`src/rtl/edge_row_packer_pkg.sv`:
```
// Shared constants, row entry type and FSM state encoding for the edge row packer.
package edge_pkg;

    localparam int IMG_DIM = 20;
    localparam int VW      = IMG_DIM - 2;
    localparam int IDX_W   = $clog2(IMG_DIM);

    typedef struct packed {
        logic [IMG_DIM-1:0] data;
        logic [IDX_W-1:0]   idx;
    } row_entry_t;

    typedef enum logic [2:0] {
        IDLE,
        EMIT_TOP,
        COLLECT,
        EMIT_BOTTOM,
        DONE
    } state_t;

endpackage

```
`src/rtl/edge_row_packer_if.sv`:
```
// Valid/ready row stream from the packer to its consumer.
interface edge_row_packer_if;
    import edge_pkg::*;

    logic [IMG_DIM-1:0] row_data;
    logic [IDX_W-1:0]   row_idx;
    logic               row_valid;
    logic               row_ready;

    modport master (output row_data, output row_idx, output row_valid, input row_ready);
    modport slave  (input row_data, input row_idx, input row_valid, output row_ready);

endinterface

```
`src/rtl/edge_row_packer_fifo.sv`:
```
// First-word fall-through FIFO of row entries; head reads zero while empty.
module row_fifo #(
    parameter int  DEPTH = 4,
    parameter type T     = logic [7:0]
) (
    input  logic clk,
    input  logic reset,
    input  logic flush,
    input  logic push,
    input  T     push_data,
    input  logic pop,
    output T     head,
    output logic valid,
    output logic full
);
    localparam int PW = $clog2(DEPTH);
    localparam int CW = PW + 1;

    T               r_mem [DEPTH];
    logic [PW-1:0]  r_wr_ptr;
    logic [PW-1:0]  r_rd_ptr;
    logic [CW-1:0]  r_count;
    logic           w_do_push;
    logic           w_do_pop;

    assign valid     = (r_count != '0);
    assign full      = (r_count == CW'(DEPTH));
    assign w_do_pop  = pop && valid;
    // A full FIFO still accepts a push when the head leaves in the same cycle.
    assign w_do_push = push && (!full || w_do_pop);
    assign head      = valid ? r_mem[r_rd_ptr] : '0;

    always_ff @(posedge clk) begin
        if (w_do_push) begin
            r_mem[r_wr_ptr] <= push_data;
        end
    end

    always_ff @(posedge clk) begin
        if (!reset || flush) begin
            r_wr_ptr <= '0;
            r_rd_ptr <= '0;
            r_count  <= '0;
        end else begin
            if (w_do_push) begin
                r_wr_ptr <= r_wr_ptr + PW'(1);
            end
            if (w_do_pop) begin
                r_rd_ptr <= r_rd_ptr + PW'(1);
            end
            case ({w_do_push, w_do_pop})
                2'b10:   r_count <= r_count + CW'(1);
                2'b01:   r_count <= r_count - CW'(1);
                default: r_count <= r_count;
            endcase
        end
    end

endmodule

```
`src/rtl/edge_row_packer.sv`:
```
// Packs the serial interior edge bits into bordered row words and queues them,
// adding all-zero top and bottom rows around each frame.
module edge_row_packer
    import edge_pkg::*;
#(
    parameter int FIFO_DEPTH = 4
) (
    input  logic                      clk,
    input  logic                      reset,
    input  logic                      frame_start,
    input  logic                      edge_in,
    input  logic                      edge_valid,
    edge_row_packer_if.master         row_if,
    output logic                      frame_done,
    output logic                      overflow,
    output logic                      busy
);

    state_t             r_state;
    logic [IDX_W-1:0]   r_col;
    logic [IDX_W-1:0]   r_row;
    logic [IMG_DIM-1:0] r_shift;
    logic               r_frame_done;
    logic               r_overflow;

    logic               w_push;
    row_entry_t         w_entry;
    row_entry_t         w_head;
    logic [IMG_DIM-1:0] w_row_word;
    logic               w_full;
    logic               w_fifo_valid;
    logic               w_pop;
    logic               w_last_bit;
    logic               w_abort;

    assign w_pop      = w_fifo_valid && row_if.row_ready;
    assign w_last_bit = (r_state == COLLECT) && edge_valid && (r_col == IDX_W'(VW - 1));
    assign w_abort    = frame_start && (r_state != IDLE);

    // The completing bit bypasses the shift register so the word can be pushed on its own edge.
    always_comb begin
        w_row_word                      = r_shift;
        w_row_word[r_col + IDX_W'(1)]   = edge_in;
        w_row_word[0]                   = 1'b0;
        w_row_word[IMG_DIM-1]           = 1'b0;
        w_push                          = 1'b0;
        w_entry                         = '0;
        case (r_state)
            EMIT_TOP: begin
                w_push = !w_full;
            end
            COLLECT: begin
                w_push       = w_last_bit;
                w_entry.data = w_row_word;
                w_entry.idx  = r_row + IDX_W'(1);
            end
            EMIT_BOTTOM: begin
                w_push      = !w_full;
                w_entry.idx = IDX_W'(IMG_DIM - 1);
            end
            default: begin
                w_push = 1'b0;
            end
        endcase
    end

    row_fifo #(
        .DEPTH (FIFO_DEPTH),
        .T     (row_entry_t)
    ) u_fifo (
        .clk       (clk),
        .reset     (reset),
        .flush     (w_abort),
        .push      (w_push),
        .push_data (w_entry),
        .pop       (row_if.row_ready),
        .head      (w_head),
        .valid     (w_fifo_valid),
        .full      (w_full)
    );

    // The edge source cannot be stalled, so counters advance even when a full FIFO drops the row.
    always_ff @(posedge clk) begin
        if (!reset) begin
            r_state      <= IDLE;
            r_col        <= '0;
            r_row        <= '0;
            r_shift      <= '0;
            r_frame_done <= 1'b0;
            r_overflow   <= 1'b0;
        end else begin
            r_frame_done <= 1'b0;
            if (frame_start) begin
                r_state    <= EMIT_TOP;
                r_col      <= '0;
                r_row      <= '0;
                r_shift    <= '0;
                r_overflow <= 1'b0;
            end else begin
                case (r_state)
                    IDLE: begin
                        r_state <= IDLE;
                    end
                    EMIT_TOP: begin
                        if (!w_full) begin
                            r_state <= COLLECT;
                        end
                    end
                    COLLECT: begin
                        if (edge_valid) begin
                            r_shift[r_col + IDX_W'(1)] <= edge_in;
                            if (w_last_bit) begin
                                r_col <= '0;
                                r_row <= r_row + IDX_W'(1);
                                if (w_full && !w_pop) begin
                                    r_overflow <= 1'b1;
                                end
                                if (r_row == IDX_W'(VW - 1)) begin
                                    r_state <= EMIT_BOTTOM;
                                end
                            end else begin
                                r_col <= r_col + IDX_W'(1);
                            end
                        end
                    end
                    EMIT_BOTTOM: begin
                        if (!w_full) begin
                            r_state <= DONE;
                        end
                    end
                    DONE: begin
                        if (!w_fifo_valid) begin
                            r_frame_done <= 1'b1;
                            r_state      <= IDLE;
                        end
                    end
                    default: begin
                        r_state <= IDLE;
                    end
                endcase
            end
        end
    end

    assign row_if.row_data  = w_head.data;
    assign row_if.row_idx   = w_head.idx;
    assign row_if.row_valid = w_fifo_valid;
    assign frame_done       = r_frame_done;
    assign overflow         = r_overflow;
    assign busy             = (r_state != IDLE);

endmodule

```
`src/flat_wrapper.sv`:
```
// flat-port wrapper written by rule: the top's interface ports become plain ports
module edge_row_packer_flat import edge_pkg::*;
#(
    parameter int FIFO_DEPTH = 4
)
  (clk, reset, frame_start, edge_in, edge_valid, frame_done, overflow, busy, row_if_row_data, row_if_row_idx, row_if_row_valid, row_if_row_ready);
  edge_row_packer_if row_if_i ();
  input  logic clk;
  input  logic reset;
  input  logic frame_start;
  input  logic edge_in;
  input  logic edge_valid;
  output logic frame_done;
  output logic overflow;
  output logic busy;
  output wire logic [$bits(row_if_i.row_data)-1:0] row_if_row_data;
  output wire logic [$bits(row_if_i.row_idx)-1:0] row_if_row_idx;
  output wire logic [$bits(row_if_i.row_valid)-1:0] row_if_row_valid;
  input wire logic [$bits(row_if_i.row_ready)-1:0] row_if_row_ready;
  assign row_if_row_data = row_if_i.row_data;
  assign row_if_row_idx = row_if_i.row_idx;
  assign row_if_row_valid = row_if_i.row_valid;
  assign row_if_i.row_ready = row_if_row_ready;
  edge_row_packer #(.FIFO_DEPTH(FIFO_DEPTH)) u_core (.clk(clk), .reset(reset), .frame_start(frame_start), .edge_in(edge_in), .edge_valid(edge_valid), .row_if(row_if_i), .frame_done(frame_done), .overflow(overflow), .busy(busy));
endmodule
```
`config.mk`:
```
export PLATFORM = sky130hd
export DESIGN_NAME = edge_row_packer_flat
export DESIGN_NICKNAME = d
export VERILOG_FILES = /design/src/rtl/edge_row_packer_pkg.sv /design/src/rtl/edge_row_packer_if.sv /design/src/rtl/edge_row_packer_fifo.sv /design/src/rtl/edge_row_packer.sv /design/src/flat_wrapper.sv
export SDC_FILE = /design/constraint.sdc
export NUM_CORES = 1
export LEC_CHECK = 0
export ABC_AREA = 1
export BUFFER_PORTS_ARGS = -buffer_cell sky130_fd_sc_hd__buf_2
export CAP_MARGIN = 20
export CORE_ASPECT_RATIO = 1.5
export CORE_UTILIZATION = 50
export CTS_CLUSTER_SIZE = 24
export DETAILED_ROUTE_END_ITERATION = 7
export PLACE_DENSITY = 0.68
export SLEW_MARGIN = 30
export SYNTH_ARGS = -nofsm -noshare
export SYNTH_HDL_FRONTEND = slang
export SYNTH_SLANG_ARGS = --single-unit
```
`constraint.sdc`:
```
create_clock -name clk -period 4.2 [get_ports clk]
set_input_delay 0.84 -clock clk [delete_from_list [all_inputs] [get_ports clk]]
set_output_delay 0.84 -clock clk [all_outputs]
set_load 0.03 [all_outputs]
```
==> qor.csv, run 1 <==
metric;value;unit
status;finished clean;
Final HPWL DP;8450;um
share of layout cells above drive strength 1;0.146;
CP Data Arrival Time;2.22;ns
TritonCTS Buffers;17;
fin util;0.583;
kind of path behind the tightest hold check;flip-flop to flip-flop;
core box area;12100;um2
Setup WS pre-CTS;1.44;ns
top-area cell type share of the netlist area;0.444;
Iter 0 DRT Violations;290;
deepest clock path buffer count;2;
post-synthesis instance total;666;
GRT Total Usage;0.215;
Fin. Hold Viols;0;
Seq/Total Area, Yosys;0.580;
cell family with most CP delay;buffers and inverters;
Die Span X;93.0;um
Setup crit end kind;output pin;
setup slack after layout;1.14;ns
Avg WL per Cell;15.4;um
vias per inst;5.51;
Routed WL;13300;um
Tcrit/Tclk final;0.729;
TritonRoute pass-1 iters;5;
power per cell area;585;nW/um2
largest net degree at the start of global routing;47;
PortBufs;32;
Initial Util;0.515;
number of global-route vias before repair;4471;
Skew-Pair Late Insertion Delay;0.42;ns
area of the die;12900;um2
CTS tree;done;
final max-slew violation count;0;
Netlist cell types;37;
Final ANT Viol Nets;0;
Critical Path Start Type;flip-flop;
Resized cells post-CTS;0;
Post-layout nets;712;
Non-Filler Instances;859;
Crit-path slowest cell;inv_1;
FFs w/ async S/R, synth;0;
VDD IR max;0.293;mV
fmax;0.326;GHz
first-pass GRT wire length;21400;um
Clock Sinks;134;
# Post-CTS Setup Buffers;0;
Crit path buffers/inverters;3;
# setup viols final;0;
unrepaired setup endpoints after global routing;no;
Crit path required time;3.36;ns
Yosys reg bits;134;
Syn. warnings;0;
measured slew at the worst slew-check pin;0.952;ns
via count;4729;
# DRC;0;
I/O pin total;35;
cts hold-fix bufs;0;
Final min period;3.06;ns
worst hold slack;0.465;ns
Setup TNS;0;ns
initial antenna violation count;0;
worst r2r src;u_core.r_col[1]$_SDFFE_PP0P_;
Layout Area Growth over Synthesis;13.2;%
top cells by area, synth;edfxtp_1, dfxtp_1, nor2_1, a21oi_1, o21ai_0;
Synth Area per Inst;9.34;um2
area leader, netlist;edfxtp_1;
multi-input combinational cell area;2200;um2
synthesized area;6220;um2
GRT Residual Overflow;0;
final setup skew;0.00769;ns
placed cells;827;
ant diodes;0;
placer congestion estimate;0.800;
CTS root buf;clkbuf_16;
Cell Rows;49;
Fill cells;992;
clk slew on worst S/H paths;0.06;ns
Post-synth EDFFs;92;
Die Y;139;um
CTS H-tree depth;4;
FF/Latch Area;3600;um2
CP Class;flip-flop to output pin;
CP Cell Sequence;buf_4 -> inv_1 -> nor2_1 -> o21ai_0 -> a21oi_1 -> buf_2;
Pleak;2.69;nW
critical path's largest stage delay;0.44;ns
ys flop type;edfxtp_1;
max cap viols;0;
hold_sp;u_core.u_fifo.r_rd_ptr[1]$_SDFFE_PP0P_;
worst-path maximum fanout;24;
Rel. slew slack;0.364;
## where the power goes
part / leakage (nW) / switching, mW / internal, mW / total (mW)
clock: 0.285 / 0.542 / 0.930 / 1.47
combinational: 1.14 / 0.839 / 0.296 / 1.13
sequential: 1.26 / 0.0326 / 1.48 / 1.51
## cell type report
cell class	instances	share of cell area
repair buffers	41	0.0323
inverters	58	0.0322
flip-flops and latches	134	0.512
clock inverters	13	0.0220
clock buffers	19	0.0615
well taps	153	0.0272
multi-input cells	441	0.313
## worst min-delay path, cell delays in order, from the launching register on
cell	delay, ns
dfxtp_1	0.30
inv_1	0.05
a21oi_1	0.06
## cells in the mapped netlist, types with 2 or more instances
cell,instances
nor2_4,2
inv_2,5
o21ai_0,57
nor2_1,151
nand4_1,24
buf_2,6
nand2_2,6
dfxtp_1,42
buf_6,3
nand4_4,2
xor2_1,4
a31oi_1,2
nor3_1,3
nand2_4,2
ha_1,12
inv_1,49
nand2_1,60
edfxtp_1,92
buf_4,8
nand3_1,39
a21oi_1,61
nor2_2,5
clkbuf_1,16
o21ai_1,2
## layout by cell type, fill, tap and decap left out, drive strengths merged
cell type	count
edfxtp	92
conb	2
nand4	26
clkinvlp	2
bufinv	3
ha	12
buf	41
nor3	3
clkinv	8
nand2	68
clkbuf	19
inv	58
a211oi	1
o21ai	60
or2	1
fa	1
nand3	39
o21a	1
o211ai	1
a31oi	2
dfxtp	42
xor2	4
a21oi	61
nor2	159
## per-layer routing
layer	share of wire	up-vias	wire length, um	track usage
met1	0.42	2256	5590	0.265
met3	0.047	18	628	0.0450
met2	0.51	147	6820	0.366
met5	0	-	0	0
met4	0.017	0	224	0.0818
li1	-	2308	-	-
## path summary, 6_finish.rpt
path / endpoint / slack [ns] / depth (start not counted)
min reg2reg: flip-flop / 0.46 / 2
max: row_if_row_data[16] / 1.14 / 6
min: flip-flop / 0.46 / 2
max reg2reg: u_core.u_fifo.r_count[2]$_SDFFE_PP0P_ / 1.61 / 14
## registers in the layout (all words and copies together) (netlist names), named ones only
signal                  flops
u_core.u_fifo.r_wr_ptr      2
u_core.overflow             1
u_core.u_fifo.r_count       3
u_core.frame_done           1
u_core.u_fifo.r_mem        92
u_core.r_shift             18
u_core.r_row                5
u_core.r_col                5
u_core.r_state              3
u_core.u_fifo.r_rd_ptr      2
## kinds of logic (layout without fill, tap and decap cells)
| family | after synthesis | count (layout) | share of synthesized area |
|---|---|---|---|
| AOI/OAI and AO/OA | 126 | 126 | 0.104 |
| xor gates and xnor gates | 4 | 4 | 0.00563 |
| adders and majority gates | 13 | 13 | 0.0274 |
| buffers and inverters | 92 | 131 | 0.0684 |
| DFF | 134 | 134 | 0.580 |
| other | 1 | 2 | 0.000603 |
| and+or+nand+nor | 296 | 296 | 0.215 |
## stage by stage
step / total power, mW / cell area (um2)
floorplan: 2.37 / 6220
global placement: 2.65 / 6450
detailed placement: 2.67 / 6450
CTS: 4.15 / 7040
global route: 4.30 / 7040
finish: 4.12 / 7040
No activity file was read; power rests on OpenSTA's default activity.
==> inputs of run 2 (changes only) <==
- PLACE_DENSITY: 0.68 -> 0.71
- clock period: 4.2 -> 2.7 ns (I/O delays scaled with it)
==> run 2 against run 1 <==
  * Final area is 0.48% lower
  * Clock power is 41% higher
  * Sequential cell count stayed put
  * Global-route usage is 0.12 points lower
  * Power is 51% higher
  * Register-to-register slack worse by 1.4 ns
==> qor.csv, run 2 (synthesized netlist as in run 1, its figures left out) <==
metric;value;unit
status;finished clean;
design area;7010;um2
Resized cells post-CTS;0;
Die Y;139;um
TritonCTS Buffers;17;
Largest regs;u_core.u_fifo.r_mem (92), u_core.r_shift (18);
total power;6.23;mW
unrepaired setup endpoints after global routing;no;
Routed WL;13200;um
max cap viols;0;
ant diodes;0;
placer congestion estimate;0.854;
core box area;12100;um2
Final HPWL DP;8180;um
Final min period;2.48;ns
CTS H-tree depth;4;
setup slack, reg-to-reg;0.24;ns
Critical Path Start Type;flip-flop;
deepest clock path buffer count;2;
I/O pin total;35;
largest net degree at the start of global routing;47;
Setup crit end kind;output pin;
Setup WS pre-CTS;0.147;ns
GRT Total Usage;0.214;
GRT Residual Overflow;0;
Fin. Hold Viols;0;
VDD IR max;0.553;mV
Pleak;2.67;nW
CP Class;flip-flop to output pin;
commonest non-fill, non-tap cell in the layout;nor2_1;
measured slew at the worst slew-check pin;0.887;ns
Skew-Pair Late Insertion Delay;0.41;ns
largest register by flop count;u_core.u_fifo.r_mem;
via count;4711;
Final ANT Viol Nets;0;
number of flip-flops under the largest register name;92;
# DRC;0;
PortBufs;32;
Tcrit/Tclk final;0.920;
final max-slew violation count;0;
Clock Sinks;134;
vias per inst;5.48;
Avg WL per Cell;15.4;um
fmax;0.403;GHz
worst-path maximum fanout;23;
CTS tree;done;
Crit path required time;2.16;ns
hold_sp;frame_start;
setup slack after layout;0.216;ns
kind of path behind the tightest hold check;input port to flip-flop;
worst r2r src;u_core.r_col[1]$_SDFFE_PP0P_;
# Post-CTS Setup Buffers;0;
# setup viols final;0;
area of the die;12900;um2
cells on worst reg2reg path;14;
clk slew on worst S/H paths;0.06;ns
Iter 0 DRT Violations;422;
Post-layout nets;714;
TritonRoute pass-1 iters;5;
share of layout cells above drive strength 1;0.147;
power per cell area;890;nW/um2
worst hold slack;0.408;ns
placed inst area;6470;um2
Worst Hold Path EP;u_core.r_state[0]$_SDFFE_PN0P_;
Cell Rows;49;
Die Span X;93.0;um
CTS root buf;clkbuf_16;
Setup TNS;0;ns
Min-Delay Path Depth;3;
Reg-to-Reg End;u_core.u_fifo.r_count[2]$_SDFFE_PP0P_;
cts hold-fix bufs;0;
Layout Area Growth over Synthesis;12.7;%
final setup skew;0.0102;ns
number of global-route vias before repair;4511;
first-pass GRT wire length;21200;um
Initial Util;0.515;
Rel. slew slack;0.408;
most frequent cells in the layout;nor2_1, edfxtp_1, a21oi_1;
CP Data Arrival Time;1.94;ns
initial antenna violation count;0;
-- run 2: worst max path at each step --
stage | from | end | slack [ns]
CTS | u_core.r_col[1]$_SDFFE_PP0P_ | u_core.u_fifo.r_count[2]$_SDFFE_PP0P_ | 0.14
floorplan | u_core.r_col[0]$_SDFFE_PP0P_ | u_core.u_fifo.r_mem[0][0]$_DFFE_PP_ | 0.14
finish | flip-flop | row_if_row_data[3] | 0.22
global placement | u_core.r_col[1]$_SDFFE_PP0P_ | u_core.u_fifo.r_count[2]$_SDFFE_PP0P_ | 0.27
global route | flip-flop | row_if_row_data[3] | 0.04
detailed placement | u_core.r_col[1]$_SDFFE_PP0P_ | u_core.u_fifo.r_count[2]$_SDFFE_PP0P_ | 0.15
-- run 2: cell type report --
cell class	instances	area (um2)
clock buffer	17	425
timing repair buffer	43	243
fill	1015	5070
multi-input combinational	441	2200
sequential	134	3600
tap	153	191
clock inverter	14	113
inverter	58	226
-- run 2: power breakdown --
group,switching (mW),internal (mW)
registers,0.0495,2.30
logic,1.33,0.471
clock network,0.831,1.25
-- run 2: layer usage --
metal / vias to the layer above / GRT usage / part of all wire
met5: - / 0 / 0
met4: 0 / 0.0980 / 0.020
met3: 25 / 0.0411 / 0.041
met2: 139 / 0.363 / 0.51
met1: 2236 / 0.260 / 0.43
li1: 2311 / - / -
-- run 2: per-stage QoR --
stage / cells / util
4_1_cts: 860 / 0.580
2_1_floorplan: 667 / -
6_report: 860 / 0.580
3_3_place_gp: 829 / 0.535
5_1_grt: 860 / 0.580
3_5_place_dp: 829 / 0.535
-- run 2: worst max-delay path, cell delays in order (launching register included) --
cell and delay [ns]:
dfxtp_1 0.33, inv_1 0.65, nor2_1 0.13, o21ai_0 0.12, a21oi_1 0.10, buf_2 0.19
